[src/rtl/fft_pkg.sv]
// Shared types and address helpers for the 16-point DIF FFT stage sequencer.
package fft_pkg;

  localparam int FFT_LOG2     = 4;
  localparam int FFT_N        = 1 << FFT_LOG2;
  localparam int BF_PER_STAGE = FFT_N / 2;
  localparam int STAGE_W      = 2;

  typedef enum logic [2:0] {
    ST_IDLE   = 3'd0,
    ST_ISSUE  = 3'd1,
    ST_DRAIN  = 3'd2,
    ST_DONE   = 3'd3,
    ST_UNLOAD = 3'd4
  } fsm_state_e;

  typedef struct packed {
    logic [FFT_LOG2-1:0] a;
    logic [FFT_LOG2-1:0] b;
    logic [FFT_LOG2-2:0] tw;
  } bf_addr_t;

  function automatic logic [FFT_LOG2-1:0] bitreverse(input logic [FFT_LOG2-1:0] x);
    logic [FFT_LOG2-1:0] r;
    r = '0;
    for (int i = 0; i < FFT_LOG2; i++) begin
      r[i] = x[FFT_LOG2-1-i];
    end
    return r;
  endfunction

  // Butterfly k of stage s: pairs sit 'span' apart inside groups of 2*span.
  function automatic bf_addr_t bf_addr(input logic [FFT_LOG2-2:0] k,
                                       input logic [STAGE_W-1:0]  s);
    bf_addr_t            res;
    logic [FFT_LOG2-1:0] k_ext;
    logic [FFT_LOG2-1:0] span;
    logic [FFT_LOG2-1:0] mask;
    logic [FFT_LOG2-1:0] hi;
    logic [FFT_LOG2-2:0] k_lo;
    int                  sh_hi;
    k_ext  = {1'b0, k};
    span   = FFT_LOG2'(BF_PER_STAGE) >> s;
    mask   = span - FFT_LOG2'(1);
    sh_hi  = FFT_LOG2 - 1 - int'(s);
    hi     = (k_ext >> sh_hi) << (sh_hi + 1);
    res.a  = hi | (k_ext & mask);
    res.b  = res.a + span;
    k_lo   = k & mask[FFT_LOG2-2:0];
    res.tw = k_lo << s;
    return res;
  endfunction

endpackage

[src/rtl/fft_delay_line.sv]
// Fixed-depth shift register that aligns write-back strobes and addresses
// with the butterfly result; synchronous clear flushes in-flight entries.
module fft_delay_line #(
  parameter int DEPTH = 3,
  parameter int WIDTH = 9
) (
  input  logic             i_clk,
  input  logic             i_rst_n,
  input  logic             i_clr,
  input  logic [WIDTH-1:0] i_d,
  output logic [WIDTH-1:0] o_q
);

  logic [WIDTH-1:0] r_pipe [DEPTH];

  // Shift one slot per cycle; clear drops everything still in flight.
  always_ff @(posedge i_clk or negedge i_rst_n) begin
    if (!i_rst_n) begin
      for (int i = 0; i < DEPTH; i++) r_pipe[i] <= '0;
    end else if (i_clr) begin
      for (int i = 0; i < DEPTH; i++) r_pipe[i] <= '0;
    end else begin
      r_pipe[0] <= i_d;
      for (int i = 1; i < DEPTH; i++) r_pipe[i] <= r_pipe[i-1];
    end
  end

  assign o_q = r_pipe[DEPTH-1];

endmodule

[src/rtl/fft16_stage_sequencer.sv]
// Schedules one shared radix-2 DIF butterfly over a 16-point in-place RAM.
// Define FFT_BITREV_UNLOAD_EN to add a bit-reversed unload phase before done.
module fft16_stage_sequencer
  import fft_pkg::*;
#(
  parameter int N_LOG2 = FFT_LOG2,
  parameter int RD_LAT = 1,
  parameter int BF_LAT = 2
) (
  input  logic              clk,
  input  logic              reset_n,
  input  logic              start,
  input  logic              abort,
  output logic              busy,
  output logic              done,
  output logic              bf_issue,
  output logic [N_LOG2-1:0] rd_addr_a,
  output logic [N_LOG2-1:0] rd_addr_b,
  output logic [N_LOG2-2:0] tw_idx,
  output logic [1:0]        stage,
  output logic              wb_valid,
  output logic [N_LOG2-1:0] wr_addr_a,
  output logic [N_LOG2-1:0] wr_addr_b
`ifdef FFT_BITREV_UNLOAD_EN
  ,
  input  logic              out_ready,
  output logic              out_valid,
  output logic [N_LOG2-1:0] out_bin,
  output logic [N_LOG2-1:0] un_rd_addr
`endif
);

  localparam int D   = RD_LAT + BF_LAT;
  localparam int DCW = $clog2(D + 1);
  localparam int KW  = N_LOG2 - 1;
  localparam int DLW = 1 + 2 * N_LOG2;
  localparam logic [KW-1:0]  K_LAST     = KW'((1 << KW) - 1);
  localparam logic [1:0]     STAGE_LAST = 2'(N_LOG2 - 1);
  localparam logic [DCW-1:0] DRAIN_INIT = DCW'(D - 1);

  fsm_state_e      r_state;
  fsm_state_e      w_state_nxt;
  logic [KW-1:0]   r_k;
  logic [KW-1:0]   w_k_nxt;
  logic [1:0]      r_stage;
  logic [1:0]      w_stage_nxt;
  logic [DCW-1:0]  r_dcnt;
  logic [DCW-1:0]  w_dcnt_nxt;
  logic            w_issue_nxt;
  logic            w_busy_nxt;
  bf_addr_t        w_addr;

  logic              r_bf_issue;
  logic [N_LOG2-1:0] r_rd_addr_a;
  logic [N_LOG2-1:0] r_rd_addr_b;
  logic [N_LOG2-2:0] r_tw_idx;
  logic              r_busy;
  logic              r_done;
  logic [DLW-1:0]    w_dl_in;
  logic [DLW-1:0]    w_dl_out;

`ifdef FFT_BITREV_UNLOAD_EN
  localparam int UWW = $clog2(RD_LAT + 2);
  localparam logic [UWW-1:0]    UW_INIT = UWW'(RD_LAT);
  localparam logic [N_LOG2-1:0] UB_LAST = N_LOG2'((1 << N_LOG2) - 1);

  logic [N_LOG2-1:0] r_ub;
  logic [N_LOG2-1:0] w_ub_nxt;
  logic [UWW-1:0]    r_uw;
  logic [UWW-1:0]    w_uw_nxt;
  logic              r_out_valid;
  logic [N_LOG2-1:0] r_out_bin;
  logic [N_LOG2-1:0] r_un_rd_addr;
  logic              w_unload_nxt;
`endif

  // Next-state logic: abort wins, otherwise walk stages, drain, finish.
  always_comb begin
    w_state_nxt = r_state;
    w_k_nxt     = r_k;
    w_stage_nxt = r_stage;
    w_dcnt_nxt  = r_dcnt;
`ifdef FFT_BITREV_UNLOAD_EN
    w_ub_nxt    = r_ub;
    w_uw_nxt    = r_uw;
`endif
    if (abort) begin
      w_state_nxt = ST_IDLE;
      w_k_nxt     = '0;
      w_stage_nxt = '0;
      w_dcnt_nxt  = '0;
`ifdef FFT_BITREV_UNLOAD_EN
      w_ub_nxt    = '0;
      w_uw_nxt    = '0;
`endif
    end else begin
      case (r_state)
        ST_IDLE: begin
          if (start) begin
            w_state_nxt = ST_ISSUE;
            w_k_nxt     = '0;
            w_stage_nxt = '0;
          end else begin
            w_state_nxt = ST_IDLE;
          end
        end
        ST_ISSUE: begin
          if (r_k == K_LAST) begin
            w_state_nxt = ST_DRAIN;
            w_dcnt_nxt  = DRAIN_INIT;
          end else begin
            w_k_nxt = r_k + KW'(1);
          end
        end
        // Wait out the pipeline so the next stage never reads a pending write.
        ST_DRAIN: begin
          if (r_dcnt != '0) begin
            w_dcnt_nxt = r_dcnt - DCW'(1);
          end else if (r_stage != STAGE_LAST) begin
            w_state_nxt = ST_ISSUE;
            w_stage_nxt = r_stage + 2'd1;
            w_k_nxt     = '0;
          end else begin
`ifdef FFT_BITREV_UNLOAD_EN
            w_state_nxt = ST_UNLOAD;
            w_ub_nxt    = '0;
            w_uw_nxt    = UW_INIT;
`else
            w_state_nxt = ST_DONE;
`endif
          end
        end
        ST_DONE: begin
          w_state_nxt = ST_IDLE;
          w_stage_nxt = '0;
          w_k_nxt     = '0;
        end
`ifdef FFT_BITREV_UNLOAD_EN
        ST_UNLOAD: begin
          if (r_out_valid && out_ready) begin
            if (r_ub == UB_LAST) begin
              w_state_nxt = ST_DONE;
            end else begin
              w_ub_nxt = r_ub + N_LOG2'(1);
              w_uw_nxt = UW_INIT;
            end
          end else if (r_uw != '0) begin
            w_uw_nxt = r_uw - UWW'(1);
          end else begin
            w_uw_nxt = r_uw;
          end
        end
`endif
        default: begin
          w_state_nxt = ST_IDLE;
          w_k_nxt     = '0;
          w_stage_nxt = '0;
          w_dcnt_nxt  = '0;
        end
      endcase
    end
  end

  assign w_issue_nxt = (w_state_nxt == ST_ISSUE);
  assign w_addr      = bf_addr(w_k_nxt, w_stage_nxt);
`ifdef FFT_BITREV_UNLOAD_EN
  assign w_unload_nxt = (w_state_nxt == ST_UNLOAD);
  assign w_busy_nxt   = w_issue_nxt || (w_state_nxt == ST_DRAIN) || w_unload_nxt;
`else
  assign w_busy_nxt   = w_issue_nxt || (w_state_nxt == ST_DRAIN);
`endif

  // State, counters and every output are registered from the next-state values.
  always_ff @(posedge clk or negedge reset_n) begin
    if (!reset_n) begin
      r_state     <= ST_IDLE;
      r_k         <= '0;
      r_stage     <= '0;
      r_dcnt      <= '0;
      r_bf_issue  <= 1'b0;
      r_rd_addr_a <= '0;
      r_rd_addr_b <= '0;
      r_tw_idx    <= '0;
      r_busy      <= 1'b0;
      r_done      <= 1'b0;
`ifdef FFT_BITREV_UNLOAD_EN
      r_ub         <= '0;
      r_uw         <= '0;
      r_out_valid  <= 1'b0;
      r_out_bin    <= '0;
      r_un_rd_addr <= '0;
`endif
    end else begin
      r_state     <= w_state_nxt;
      r_k         <= w_k_nxt;
      r_stage     <= w_stage_nxt;
      r_dcnt      <= w_dcnt_nxt;
      r_bf_issue  <= w_issue_nxt;
      r_rd_addr_a <= w_issue_nxt ? w_addr.a : '0;
      r_rd_addr_b <= w_issue_nxt ? w_addr.b : '0;
      r_tw_idx    <= w_issue_nxt ? w_addr.tw : '0;
      r_busy      <= w_busy_nxt;
      r_done      <= (w_state_nxt == ST_DONE);
`ifdef FFT_BITREV_UNLOAD_EN
      r_ub         <= w_ub_nxt;
      r_uw         <= w_uw_nxt;
      r_out_valid  <= w_unload_nxt && (w_uw_nxt == '0);
      r_out_bin    <= w_unload_nxt ? w_ub_nxt : '0;
      r_un_rd_addr <= w_unload_nxt ? bitreverse(w_ub_nxt) : '0;
`endif
    end
  end

  assign w_dl_in = {r_bf_issue, r_rd_addr_a, r_rd_addr_b};

  fft_delay_line #(
    .DEPTH(D),
    .WIDTH(DLW)
  ) u_wb_delay (
    .i_clk   (clk),
    .i_rst_n (reset_n),
    .i_clr   (abort),
    .i_d     (w_dl_in),
    .o_q     (w_dl_out)
  );

  assign {wb_valid, wr_addr_a, wr_addr_b} = w_dl_out;

  assign busy      = r_busy;
  assign done      = r_done;
  assign bf_issue  = r_bf_issue;
  assign rd_addr_a = r_rd_addr_a;
  assign rd_addr_b = r_rd_addr_b;
  assign tw_idx    = r_tw_idx;
  assign stage     = r_stage;
`ifdef FFT_BITREV_UNLOAD_EN
  assign out_valid  = r_out_valid;
  assign out_bin    = r_out_bin;
  assign un_rd_addr = r_un_rd_addr;
`endif

endmodule
[config.mk]
export PLATFORM = sky130hd
export DESIGN_NAME = fft16_stage_sequencer
export DESIGN_NICKNAME = d
export VERILOG_FILES = /design/src/rtl/fft_pkg.sv /design/src/rtl/fft_delay_line.sv /design/src/rtl/fft16_stage_sequencer.sv
export SDC_FILE = /design/constraint.sdc
export NUM_CORES = 1
export LEC_CHECK = 0
export BUFFER_PORTS_ARGS = -buffer_cell sky130_fd_sc_hd__buf_2
export CAP_MARGIN = 20
export CORE_ASPECT_RATIO = 2
export CORE_MARGIN = 4
export CORE_UTILIZATION = 45
export CTS_BUF_LIST = sky130_fd_sc_hd__clkbuf_4
export CTS_CLUSTER_SIZE = 40
export DETAILED_ROUTE_END_ITERATION = 16
export PLACE_DENSITY = 0.66
export RECOVER_POWER = 100
export SETUP_SLACK_MARGIN = 0.02
export SYNTH_ARGS = -nofsm -noshare
export SYNTH_HDL_FRONTEND = slang
export SYNTH_SLANG_ARGS = --single-unit
[constraint.sdc]
create_clock -name clk -period 5 [get_ports clk]
set_clock_uncertainty 0.2 [all_clocks]
set_input_delay 0.25 -clock clk [delete_from_list [all_inputs] [get_ports clk]]
set_output_delay 0.25 -clock clk [all_outputs]
set_load 0.005 [all_outputs]
==> qor.txt <==
CP Class - reg2reg
WHS Path Cells - 2
Seq/Total Area, Yosys - 53.0%
# hold bufs at CTS - 1
Avg WL per Cell - 15.1 um
CP required - 5.06 ns
R2R depth - 14
Arrival @ worst endpoint - 4.03 ns
I/O Buffers - 28
CP Capture Type - register
RSZ-0062 raised after global routing - no
RR Startpoint - r_state[1]
Max rail drop VDD - 157 uV
FF+latch area - 0.00128 mm^2
first-pass GRT wire length - 7380 um
post-layout worst setup margin - 1.03 ns
final hold vios - 0
synth cell count leaders - 51 x dfrtp_1, 30 x nor2b_1, 13 x nor2_1
synth top area cells - dfrtp_1 53%, nor2b_1 7.8%, ha_1 4.2%
DIE WIDTH - 59.7 um
fin. max-slew vios - 53
latest clock arrival within the worst-skew pair - 0.37 ns
die height - 111 um
initial DRC count - 89
cts bufs inserted - 5
ant diodes - 0
final worst path period need - 3.97 ns
post-synthesis cell count - 220
reg-to-reg endpoint - rd_addr_b[3]
TritonCTS clock tree - yes
synthesized area per cell - 10.9 um^2
cell taking the most area after synthesis - dfrtp_1
share of cells above drive strength 1 - 15.1%
vias in the first global route - 1521
# DRC - 0
Setup WS pre-CTS - 1.15 ns
clk sink count - 51
Yosys Warn Count - 0
register bit total from synthesis - 51
via/cell ratio - 5.47
postcts setup bufs - 0
FMAX - 252 MHz
first drt pass iteration count - 4
area delta synth->final - 5.46%
Yosys top cell area share - 53.0%
Overflow after GRT - 0
post-route ant nets - 0
Finish-stage setup viols - 0
Layout Nets - 250
syn_nets - 232
fill count - 525
Pwr per Cell Area - 252 mW/mm^2
Placement Rows - 37
asr flop ratio synth - 100%
Clock Path Buffers - 2
Hold Crit Class - in2reg
HPWL after DPL - 3230 um
DR vias - 1626
hold worst-path end - r_dcnt[0]
Yosys cell types - 52
# IOs - 29
MaxCap Viol Count - 2
gr busiest metal - met2
die area - 0.00665 mm^2
Crit Path Max Fanout - 14
Core ar. - 0.00518 mm^2
post-cts sizing count - 0
R2R Setup Slk - 1.03 ns
area of the multi-input gates - 947 um^2
Total Routing Usage GR - 14.6%
failing checks - capacitance limit, slew limit
pin count of the biggest net entering global routing - 52
Worst Tran Pin Value - 2.60 ns
Mapped Area - 0.00241 mm^2
met3 Use GR - 2.78%
Worst slew margin - -73.5%
Post-synth EDFFs - 0
gpl congestion - 0.889
antenna violations before repair - 0
leakage - 0.00127 uW
min-delay src - abort
WL final - 4480 um
fin crit share - 79.4%
met1 usage - 17.3%
root buffer cell - clkbuf_4
met2 Use GR - 23.5%
Initial Utilization - 46.4%
Critical Path Source Type - register
Post-synth top flop - dfrtp_1
status - finished with violations
Max H-tree Level - 2
Clk pin slew, worst setup/hold paths - 0.15 ns
Setup TNS - 0 ns
most numerous cell in the Yosys netlist - dfrtp_1
==> how the worst max path moves through the flow <==
| stage | startpoint | endpoint | slack, ns | depth (start not counted) |
|---|---|---|---|---|
| 2_1_floorplan | r_dcnt[0] | rd_addr_b[3] | 1.39 | 17 |
| 3_3_place_gp | r_state[0] | rd_addr_b[3] | 1.22 | 14 |
| 3_5_place_dp | r_state[0] | rd_addr_b[3] | 1.15 | 14 |
| 4_1_cts | r_state[0] | rd_addr_b[3] | 1.11 | 14 |
| 5_1_grt | r_state[1] | rd_addr_b[3] | 0.81 | 14 |
| 6_report | r_state[1] | rd_addr_b[3] | 1.03 | 14 |
==> layout make-up <==
class,instances,area share (%)
repair buffers,30,5.72
clock buffers,5,1.48
flip-flops and latches,51,50.3
well taps,58,2.86
multi-input cells,142,37.3
inverters,8,1.18
clock inverters,3,1.13
==> metal layers <==
layer / wire [um] / vias up
met5: 0 / -
met1: 1750 / 787
met4: 206 / 0
met3: 172 / 17
met2: 2350 / 43
li1: - / 779
==> flip-flops by register name, summed over array words and instances, names as in the netlist, 2 cells and up <==
signal and count:
r_dcnt 2, u_wb_delay.o_q 9, u_wb_delay.r_pipe 18, rd_addr_a 4, r_state 3, r_k 3
rd_addr_b 4, stage 2, tw_idx 3
==> placed cells by master, fill, tap and decap left out, drive strengths merged, types with 4 or more instances in the layout <==
| cell type | netlist | routed |
|---|---|---|
| a211o | 5 | 5 |
| a211oi | 4 | 4 |
| a21oi | 10 | 10 |
| buf | 15 | 21 |
| clkbuf | 4 | 13 |
| dfrtp | 51 | 51 |
| ha | 8 | 8 |
| inv | 7 | 8 |
| nand2 | 10 | 10 |
| nand2b | 5 | 5 |
| nor2 | 14 | 14 |
| nor2b | 30 | 30 |
| nor3 | 5 | 5 |
| nor3b | 4 | 4 |
| o21ai | 6 | 6 |
==> logic make-up (layout without fill, tap and decap cells) <==
group	count (synthesis)	after routing	synth area share (%)
mux	2	2	0.884
buf+inv	27	46	6.86
flops	51	51	53.0
xor+xnor	3	3	1.09
fa+ha+maj	8	8	4.16
compound gates	48	48	14.9
simple gates	80	80	18.9
other cells	1	1	0.156
==> worst max-delay path: stages (launching register included) <==
cell and delay [ns]:
dfrtp_1 0.59, nor3b_1 0.37, o21ai_0 0.14, a211o_1 0.43
ha_1 0.44, nor2_1 0.10, a31o_2 0.23, a22o_1 0.19
ha_1 0.32, nand2_1 0.08, nor2_1 0.05, a31o_2 0.25
a31o_2 0.22, o2111ai_1 0.16, o31ai_1 0.10
==> through the flow <==
stage | power (uW) | instance area (um^2) | hold slack [ns] | cells | util, %
floorplan | 438 | 2410 | -0.246 | 220 | -
global placement | 451 | 2490 | 0.188 | 288 | 48.0
detailed placement | 452 | 2490 | 0.194 | 288 | 48.0
CTS | 652 | 2570 | 0.149 | 297 | 49.5
global route | 666 | 2540 | 0.171 | 297 | 48.9
finish | 638 | 2540 | 0.160 | 297 | 48.9
==> where the power goes <==
| group | internal (uW) | switching (uW) | total, uW | leakage (uW) |
|---|---|---|---|---|
| clock network | 60.3 | 136 | 196 | 0.0000373 |
| logic | 6.59 | 18.6 | 25.2 | 0.000525 |
| registers | 415 | 2.42 | 417 | 0.000709 |
(Power assumes the default switching activity.)
